**config.mk**
```make
export PLATFORM = sky130hd
export DESIGN_NAME = fanout_bcast_ctrl
export DESIGN_NICKNAME = d
export VERILOG_FILES = /design/src/rtl/fanout_bcast_ctrl.sv
export SDC_FILE = /design/constraint.sdc
export NUM_CORES = 1
export LEC_CHECK = 0
export BUFFER_PORTS_ARGS = -buffer_cell sky130_fd_sc_hd__clkbuf_2
export CAP_MARGIN = 10
export CORE_MARGIN = 4
export CORE_UTILIZATION = 33
export DETAILED_ROUTE_END_ITERATION = 10
export GPL_ROUTABILITY_DRIVEN = 0
export HOLD_SLACK_MARGIN = 0.1
export SLEW_MARGIN = 5
export SYNTH_ARGS = -nofsm -noshare
export SYNTH_HDL_FRONTEND = slang
export SYNTH_SLANG_ARGS = --single-unit
export TNS_END_PERCENT = 1
```
**constraint.sdc**
```tcl
create_clock -name CLK -period 1.83 [get_ports CLK]
set_input_delay 0.366 -clock CLK [delete_from_list [all_inputs] [get_ports CLK]]
set_output_delay 0.366 -clock CLK [all_outputs]
set_load 0.005 [all_outputs]
```
**src/rtl/fanout_bcast_ctrl.sv**
```systemverilog
// One-to-many broadcast controller: holds a single upstream token and offers it
// to every enabled destination until each has taken it, then counts the transfer.
//
// state | meaning
// ------+---------------------------------------------------------------
// IDLE  | no token held; accepts a token when the mask is nonzero
// HOLD  | one token held; pending bits mark destinations still to take it
module fanout_bcast_ctrl #(
    parameter int NUM_DEST = 7,
    parameter int DATA_W   = 17,
    parameter int CNT_W    = 16
) (
    input  logic                CLK,
    input  logic                RESET,
    input  logic [NUM_DEST-1:0] cfg_mask,
    input  logic                cfg_load,
    input  logic                in_valid,
    input  logic [DATA_W-1:0]   in_data,
    output logic                in_ready,
    output logic [NUM_DEST-1:0] out_valid,
    output logic [DATA_W-1:0]   out_data,
    input  logic [NUM_DEST-1:0] out_ready,
    output logic                busy,
    output logic [CNT_W-1:0]    xfer_count
);

    typedef enum logic {
        IDLE = 1'b0,
        HOLD = 1'b1
    } state_t;

    state_t              state;
    state_t              state_nxt;
    logic [NUM_DEST-1:0] mask_q;
    logic [NUM_DEST-1:0] mask_nxt;
    logic [NUM_DEST-1:0] pending_q;
    logic [NUM_DEST-1:0] pending_nxt;
    logic [DATA_W-1:0]   data_q;
    logic [DATA_W-1:0]   data_nxt;
    logic [CNT_W-1:0]    count_q;
    logic                mask_nz;
    logic                last_clear;
    logic                accept;
    logic                count_inc;

    assign mask_nz    = |mask_q;
    // True when every destination still pending completes its handshake now.
    assign last_clear = ((pending_q & ~out_ready) == '0);

    always_ff @(posedge CLK) begin
        if (RESET) begin
            state     <= IDLE;
            mask_q    <= '0;
            pending_q <= '0;
            data_q    <= '0;
            count_q   <= '0;
        end else begin
            state     <= state_nxt;
            mask_q    <= mask_nxt;
            pending_q <= pending_nxt;
            data_q    <= data_nxt;
            if (count_inc) begin
                count_q <= count_q + CNT_W'(1);
            end
        end
    end

    always_comb begin
        state_nxt   = state;
        mask_nxt    = mask_q;
        pending_nxt = pending_q;
        data_nxt    = data_q;
        in_ready    = 1'b0;
        accept      = 1'b0;
        count_inc   = 1'b0;

        case (state)
            IDLE: begin
                // A mask load owns the cycle so the next token sees the new mask.
                in_ready = mask_nz & ~cfg_load;
                accept   = in_valid & in_ready;
                if (cfg_load) begin
                    mask_nxt = cfg_mask;
                end
                if (accept) begin
                    pending_nxt = mask_q;
                    data_nxt    = in_data;
                    state_nxt   = HOLD;
                end
            end
            HOLD: begin
                pending_nxt = pending_q & ~out_ready;
                in_ready    = last_clear & mask_nz;
                accept      = in_valid & in_ready;
                count_inc   = last_clear;
                if (accept) begin
                    pending_nxt = mask_q;
                    data_nxt    = in_data;
                end else if (last_clear) begin
                    state_nxt = IDLE;
                end
            end
            default: begin
                state_nxt = IDLE;
            end
        endcase
    end

    assign out_valid  = pending_q;
    assign out_data   = data_q;
    assign busy       = (state == HOLD);
    assign xfer_count = count_q;

endmodule

```
Word level (Yosys, flattened, before mapping)
Index checks and enable logic that the tools add are counted.

Flip-flop bits (word level): 48. Bits in latches: 0. Bits in writable memories: 0. Memory bits (read-only): 0. Logic and storage cells: 32. Memories kept: 0.

Add/sub/neg operators: 1. $mul: 0. Divide/modulo/power cells: 0. Magnitude comparators: 0. Eq/ne operators: 2. Shift operators: 0. Muxes and demuxes: 12. Bitwise operators: 8. Reduce and logical (&&, ||, !) cells: 4.

Operators with widths (count): 17-bit two-way mux (2); 17-bit one-hot mux with 2 select lines (1); 16-bit by 1-bit adder with 16-bit output, second input constant (1); 7-bit two-way mux (2); 7-bit one-hot mux with 2 select lines (1); 7-bit bitwise AND (1); 7-bit logical NOT (1); 7-bit NOT (1); 7-bit OR reduction (1); 1-bit bitwise AND (4); 1-bit two-way mux (4); 1-bit one-hot mux with 2 select lines (2); 2-bit AND reduction (2); 2-bit by 1-bit inequality test with 1-bit output, second input constant (1); 2-bit inequality test, second input constant (1); 1-bit NOT (2).

Longest topological paths before layout
Gate-level depths: netlist of the first run.

Depth after elaboration: 7. Mapped depth: 8. Mapped depth without buffers: 6.

Worst setup path after synthesis of the first run
No wires, ideal clock.

Path type: register to output. Start point: register pending_q[0] (netlist: out_valid[0]). End point: output port in_ready. Arrival: 1425 ps. Data required time: 1464 ps. Slack: 39 ps. Cell stages (with the launch flop): 7. Path buffers: 2. Cell sequence: dfxtp_1 nor2b_4 nor3_4 a21bo_1 buf_2 buf_1 and2_1.

Longest elaborated chain between the ends: 4.

Ends and longest elaborated chain: start: declaration (line 36) `logic [NUM_DEST-1:0] pending_q;`; start signal: assignment (line 60) `pending_q <= pending_nxt;`; 7-bit bitwise AND (line 48) `assign last_clear = ((pending_q & ~out_ready) == '0);`; 7-bit logical NOT (line 48); 1-bit bitwise AND (line 93) `in_ready = last_clear & mask_nz;`; 1-bit one-hot mux with 2 select lines (line 77) `case (state)`; end: declaration (line 19) `output logic in_ready,`.

Every way passes these cells.

Worst setup path after layout of the first run
Start point: register pending_q[6] (netlist: out_valid[6]). End point: output port in_ready.

The elaborated chain is that of the path after synthesis.

==> results.cfg, run 1 <==
[run_status]
status = finished, final reports clean

[die]
die_w_um = 89.2
start_util_pct = 34.0
fp-row-count = 29
fp.dieArea_mm2 = 0.00795
io_pins = 77
core_mm2 = 0.00639
die_h_um = 89.2

[logic_synthesis]
synth_compound_gate_area_share_pct = 18.9
syn_area_per_cell_um2 = 8.80
ys_types = 37
yosysWarnings = 0
synth.mux.area_fraction_pct = 3.68
synth.area.top_cells = dfxtp_1 44%, a21oi_1 7.8%, nand3_1 6.9%
ys_seq_area_share_pct = 44.2
syn-cell-area_mm2 = 0.00217
synth_nets = 283
synth_top_cell_area_share_pct = 44.2
synth_fa_ha_area_share_pct = 0.576
synth_top_family_by_area = simple AND/OR/NAND/NOR gates
yosysTopAreaCell = dfxtp_1
synth_xor_area_share_pct = 2.01
synth-seq-cells = 48
synth-simple-area-share_pct = 25.5
synthCells = 247

[placed_design]
dp_hpwl_um = 4280
dp_cells = 403
port-buffer-count = 76

[timing]
maxSlewHeadroom_pct = 77.8
period_needed_ns = 1.78
finalSetupViolCount = 0
rsz0062_at_grt = yes
max_clock_freq_ghz = 0.561
final-hold-violation-count = 0
setup_tns_ns = 0
slew_viol_final = 0
clock_skew_ns = 0.00904
worst_pin_slew_ns = 0.333
post-route-period-util_pct = 97.4

[layout]
area.growth.synth_to_final_pct = 30.2
nets = 371
drive_gt1_share_pct = 36.3
diodes = 0
layoutNonFillerInstCount = 413
fillCellCount = 656

[pwr]
peakVddDrop_v = 0.000468
p_leak_uw = 0.00118
power_density_mw_per_mm2 = 719

[clock_tree]
clock_sinks = 48
clk_latency_ns = 0.30
cts_tree = yes
cts_inserted_buffers = 5
clockRootBuffer = clkbuf_8
clockBufferDepth = 2
path_clk_slew_ns = 0.09
htreeDepth = 2

[global_routing]
grt_pass1_vias = 1939
top_usage_layer = met2
met3_usage_pct = 4.42
met2_usage_pct = 23.5
grt_pass1_wl_um = 9090
grt_max_degree = 31
grt-ovfl-total = 0
antenna_found_initial = 0
grt_util_all_layers_pct = 14.4
groute.layer.met1.usage_pct = 18.7

[min_path]
hp-class = in2reg

[drt]
post-route-drc-count = 0
wl_um = 5730
drt-pass1-iter-count = 4
drt_iter0_markers = 107
ant_nets = 0
viasPerCell = 5.05
drt-wirelength-per-cell_um = 13.9
vias = 2085

[critical_path]
end_kind = primary output
cp-start-kind = flop
arrival_ns = 1.42
crit_type = reg2out
cp_data_required_time_ns = 1.46
crit_path_max_fanout = 4

[job]
max_cap_violations = 0
final timing paths:
| check | from | end | slack [ns] | cells past startpoint |
|---|---|---|---|---|
| hold / removal | in_data[2] | out_data[2]$_SDFFE_PP0P_ | 0.29 | 3 |
| setup reg to reg | xfer_count[6]$_SDFFE_PP0P_ | xfer_count[15]$_SDFFE_PP0P_ | 0.10 | 5 |
| setup / recovery | out_valid[6]$_SDFFE_PP0P_ | in_ready | 0.05 | 5 |
| hold reg to reg | out_data[14]$_SDFFE_PP0P_ | out_data[14]$_SDFFE_PP0P_ | 0.48 | 2 |
cell usage in the layout (no fill, tap or decap), drive strengths merged:
cell      synthesis  routed
clkbuf           10      82
dfxtp            48      48
a21oi            34      34
nand3            30      30
buf               7      23
o21ai            22      22
nand2            16      16
nor2             14      14
mux2i             8       8
or4               7       7
nand4             7       7
o211ai            6       6
nor2b             6       6
o31ai             5       5
xor2              4       4
nand2b            3       3
nor4              3       3
inv               3       3
or3               3       3
nor3              2       2
and2              2       2
o2111a            1       1
a21bo             1       1
and3              1       1
xnor2             1       1
a21boi            1       1
a221o             1       1
ha                1       1
clkinvlp          0       1
through the flow:
stage          cell area, um2  hold WS, ns  setup slack [ns]  total power (uW)  utilization [%]
6_report                 2830        0.288            0.0471              2030             44.3
5_1_grt                  2830        0.278         -0.000117              2140             44.3
4_1_cts                  2820        0.282            0.0132              2060             44.1
3_5_place_dp             2700        0.468            0.0391              1390             42.3
3_3_place_gp             2700        0.461            0.0601              1390             42.3
2_1_floorplan            2170        0.456            0.0389              1270                -
where the power goes:
part           leakage, uW  internal, uW  switching (uW)  total [uW]
sequential        0.000392          1080            27.9        1110
combinational     0.000743           127             134         261
clock            0.0000445           308             353         661
kinds of logic (layout without fill, tap and decap cells):
| family | after synthesis | count (layout) |
|---|---|---|
| AND/OR/NAND/NOR | 94 | 94 |
| AO/OA/AOI/OAI | 71 | 71 |
| flip-flops | 48 | 48 |
| buffers and inverters | 20 | 109 |
| multiplexers | 8 | 8 |
| XOR/XNOR | 5 | 5 |
| adder cells (fa/ha/maj) | 1 | 1 |
sequential cells by signal (all words and copies together) (netlist names):
signal	count
out_valid	7
xfer_count	16
out_data	17
mask_q	7
busy	1
worst max-delay path, stage by stage (launching register included):
cell and delay (ns):
dfxtp_2 0.34, inv_2 0.04, o2111a_4 0.27, a21bo_4 0.23, and2_4 0.14, buf_6 0.11
cell type report:
type | instances | area, um2 | area share [%]
sequential | 48 | 966 | 34.1
inverter | 3 | 11.3 | 0.398
tap | 77 | 96.3 | 3.41
clock buffer | 7 | 86.3 | 3.05
multi-input combinational | 179 | 1110 | 39.2
timing repair buffer | 98 | 552 | 19.5
clock inverter | 1 | 7.51 | 0.265
synthesized netlist by cell type:
| library cell | number |
|---|---|
| nand3_1 | 30 |
| a21bo_1 | 1 |
| a21boi_1 | 1 |
| nand4_2 | 1 |
| o21ai_1 | 1 |
| o21ai_0 | 21 |
| xor2_1 | 4 |
| buf_1 | 2 |
| inv_1 | 3 |
| dfxtp_1 | 48 |
| ha_1 | 1 |
| clkbuf_8 | 3 |
| or3_2 | 2 |
| o211ai_1 | 6 |
| a221o_1 | 1 |
| nand4_1 | 5 |
| nor3_1 | 1 |
| xnor2_1 | 1 |
| or4_1 | 7 |
| a21oi_1 | 34 |
| o2111a_4 | 1 |
| clkbuf_1 | 7 |
| nand2_1 | 16 |
| nor4_4 | 1 |
| and2_1 | 2 |
| nor2b_4 | 3 |
| o31ai_1 | 5 |
| or3_1 | 1 |
| nor3_4 | 1 |
| nor4_1 | 2 |
| and3_1 | 1 |
| mux2i_1 | 8 |
| nor2b_1 | 3 |
| nor2_1 | 14 |
| nand2b_1 | 3 |
| nand4_4 | 1 |
| buf_2 | 5 |
metal layers:
layer / wire length [um] / vias up / share of wire [%]
met5: 0 / - / 0
met4: 29 / 0 / 0.51
met3: 407 / 4 / 7.1
met2: 2710 / 61 / 47
met1: 2580 / 952 / 45
li1: - / 1068 / -
repair_timing:
action	CTS	global route
resized for setup	3	6
endpoints found under the setup margin	1	1
pin swaps	3	2
buffers inserted	2	0
hold buffers	0	0
No activity file was read; power rests on OpenSTA's default activity.
==> run 2: changes to the inputs <==
--- a/config.mk
+++ b/config.mk
@@ -7,2 +7,3 @@
 export LEC_CHECK = 0
+export ABC_AREA = 1
 export BUFFER_PORTS_ARGS = -buffer_cell sky130_fd_sc_hd__clkbuf_2
==> constraint.sdc (replaced) <==
create_clock -name CLK -period 1.8 [get_ports CLK]
set_input_delay 0.27 -clock CLK [delete_from_list [all_inputs] [get_ports CLK]]
set_output_delay 0.27 -clock CLK [all_outputs]
set_load 0.005 [all_outputs]
==> results.cfg, run 2 <==
[clock_tree]
htreeDepth = 2
clockBufferDepth = 2
cts_inserted_buffers = 5
clk_latency_ns = 0.29
ctsHoldBuffers = 0
clockRootBuffer = clkbuf_8
cts_tree = yes
path_clk_slew_ns = 0.08
clock_sinks = 48

[logic_synthesis]
synth-edff-count = 0
synth.most_common_cell = nand2_1
ys_types = 31
ys.flop_type = dfxtp_1
async_flop_share_pct = 0
synth_common_cells = 66 x nand2_1, 48 x dfxtp_1, 40 x a21oi_1, 40 x nand3_1, 34 x inv_1
synthCells = 312
synth-seq-cells = 48
syn-cell-area_mm2 = 0.00225
yosysWarnings = 0
ys_seq_area_share_pct = 42.7
syn_area_per_cell_um2 = 7.21
synth_top_cell_area_share_pct = 42.7
synth.area.top_cells = dfxtp_1 43%, nand2_1 11%, a21oi_1 8.9%
yosysTopAreaCell = dfxtp_1
synth_nets = 348

[drt]
drt-wirelength-per-cell_um = 12.0
ant_nets = 0
wl_um = 5590
drt_iter0_markers = 64
vias = 2187
drt-pass1-iter-count = 4
viasPerCell = 4.67
post-route-drc-count = 0

[layout]
area.growth.synth_to_final_pct = 24.4
seqCellArea_um2 = 961
final_cell_mix = 76 x clkbuf_2, 66 x nand2_1, 48 x dfxtp_1, 40 x nand3_1, 40 x a21oi_1
drive_gt1_share_pct = 28.9
nets = 426
largest_reg_flops = 17
diodes = 0
multi_input_area_mm2 = 0.00110
final_common_cell = clkbuf_2
fillCellCount = 712

[timing]
final-hold-violation-count = 0
timing.hold.ws_ns = 0.201
maxSlewHeadroom_pct = 64.5
rsz0062_at_grt = no
clock_skew_ns = 0.00785
slew_viol_final = 0
post-route-period-util_pct = 92.4
worst_pin_slew_ns = 0.532
max_clock_freq_ghz = 0.602
finalSetupViolCount = 0
setup_tns_ns = 0
period_needed_ns = 1.66

[pwr]
peakVddDrop_v = 0.000395
power_density_mw_per_mm2 = 793
p_leak_uw = 0.00129

[die]
io_pins = 77
die_w_um = 90.6
die_h_um = 90.6
fp.dieArea_mm2 = 0.00820
start_util_pct = 34.6
fp-row-count = 29
core_mm2 = 0.00649

[global_routing]
grt_util_all_layers_pct = 13.8
grt_pass1_vias = 2132
grt_pass1_wl_um = 9630
grt_max_degree = 31
grt-ovfl-total = 0
antenna_found_initial = 0

[critical_path]
crit_type = reg2out
cp_data_required_time_ns = 1.53
arrival_ns = 1.39
crit_path_max_fanout = 4
end_kind = primary output
cp-start-kind = flop
ff2ff_setup_slack_ns = 0.21

[placed_design]
dp_hpwl_um = 4250
port-buffer-count = 76

[run_status]
status = finished, final reports clean

[job]
max_cap_violations = 0

[min_path]
hp-class = in2reg
[run 2: changes by cell type in the layout (fill, tap and decap cells not counted), sizes merged, moves of 6 or more]
cell / previous run / this run
nand2: 16 / 77
o211ai: 6 / 0
inv: 3 / 36
a21oi: 34 / 40
nor2: 14 / 28
nor2b: 6 / 0
mux2i: 8 / 0
buf: 23 / 4
or4: 7 / 0
nand3: 30 / 41
[run 2: cell families (layout without fill, tap and decap cells)]
kind of cell | after synthesis | after routing | synth area share [%]
flip-flops | 48 | 48 | 42.7
buffers and inverters | 46 | 125 | 8.73
adder cells (fa/ha/maj) | 1 | 1 | 0.556
AO/OA/AOI/OAI | 60 | 60 | 14.5
AND/OR/NAND/NOR | 155 | 155 | 32.7
XOR/XNOR | 2 | 2 | 0.779
[run 2: stage by stage]
step	utilization [%]	worst slack [ns]	instance area (um2)	instances	total power, uW
after floorplan	-	0.454	2250	312	1470
after global placement	41.5	0.250	2700	459	1610
after detailed placement	41.5	0.255	2700	459	1610
after CTS	43.0	0.00632	2790	467	2250
after global routing	43.1	0.0179	2800	468	2360
final	43.1	0.138	2800	468	2220
[run 2: worst paths after layout]
kind | from | depth (start not counted) | endpoint
min | cfg_mask[3] | 3 | mask_q[3]$_SDFFE_PP0P_
max | out_valid[3]$_SDFFE_PP0P_ | 7 | in_ready
max reg2reg | out_valid[3]$_SDFFE_PP0P_ | 9 | xfer_count[4]$_SDFFE_PP0P_
min reg2reg | out_data[3]$_SDFFE_PP0P_ | 2 | out_data[3]$_SDFFE_PP0P_
[run 2: metal layers]
layer  routed length [um]  part of all wire, %  vias up  GRT usage, %
li1                     -                    -     1172             -
met1                 2800                   50      963          18.5
met2                 2500                   45       50          22.2
met3                  268                  4.8        2          3.42
met4                   23                 0.41        0          3.06
met5                    0                    0        -             0
[run 2: where the power goes]
| part | internal [uW] | switching (uW) | leakage [uW] | total, uW |
|---|---|---|---|---|
| logic | 168 | 260 | 0.000848 | 428 |
| clock network | 271 | 356 | 0.0000479 | 627 |
| registers | 1120 | 41.5 | 0.000391 | 1170 |
| total | 1560 | 657 | 0.00129 | 2220 |
[run 2: worst max-delay path, cell delays in order, from the launching register on]
cell,delay (ns)
dfxtp_1,0.34
nand2_1,0.08
nand2_1,0.06
nor2_2,0.14
nand3_2,0.14
nand2_8,0.10
o21a_1,0.12
clkbuf_2,0.11
[run 2: timing repair]
| item | 4_1_cts | 5_1_grt |
|---|---|---|
| gates resized for setup | 1 | 0 |
| pin swaps | 0 | 1 |
| endpoints found under the setup margin | 1 | 1 |
| buffers inserted | 0 | 1 |
[run 2: final cells by class]
type,instances,share of cell area [%]
sequential,48,34.3
clock buffer,5,2.46
multi-input combinational,218,39.3
clock inverter,3,0.671
inverter,37,5.10
tap,77,3.44
timing repair buffer,80,14.7
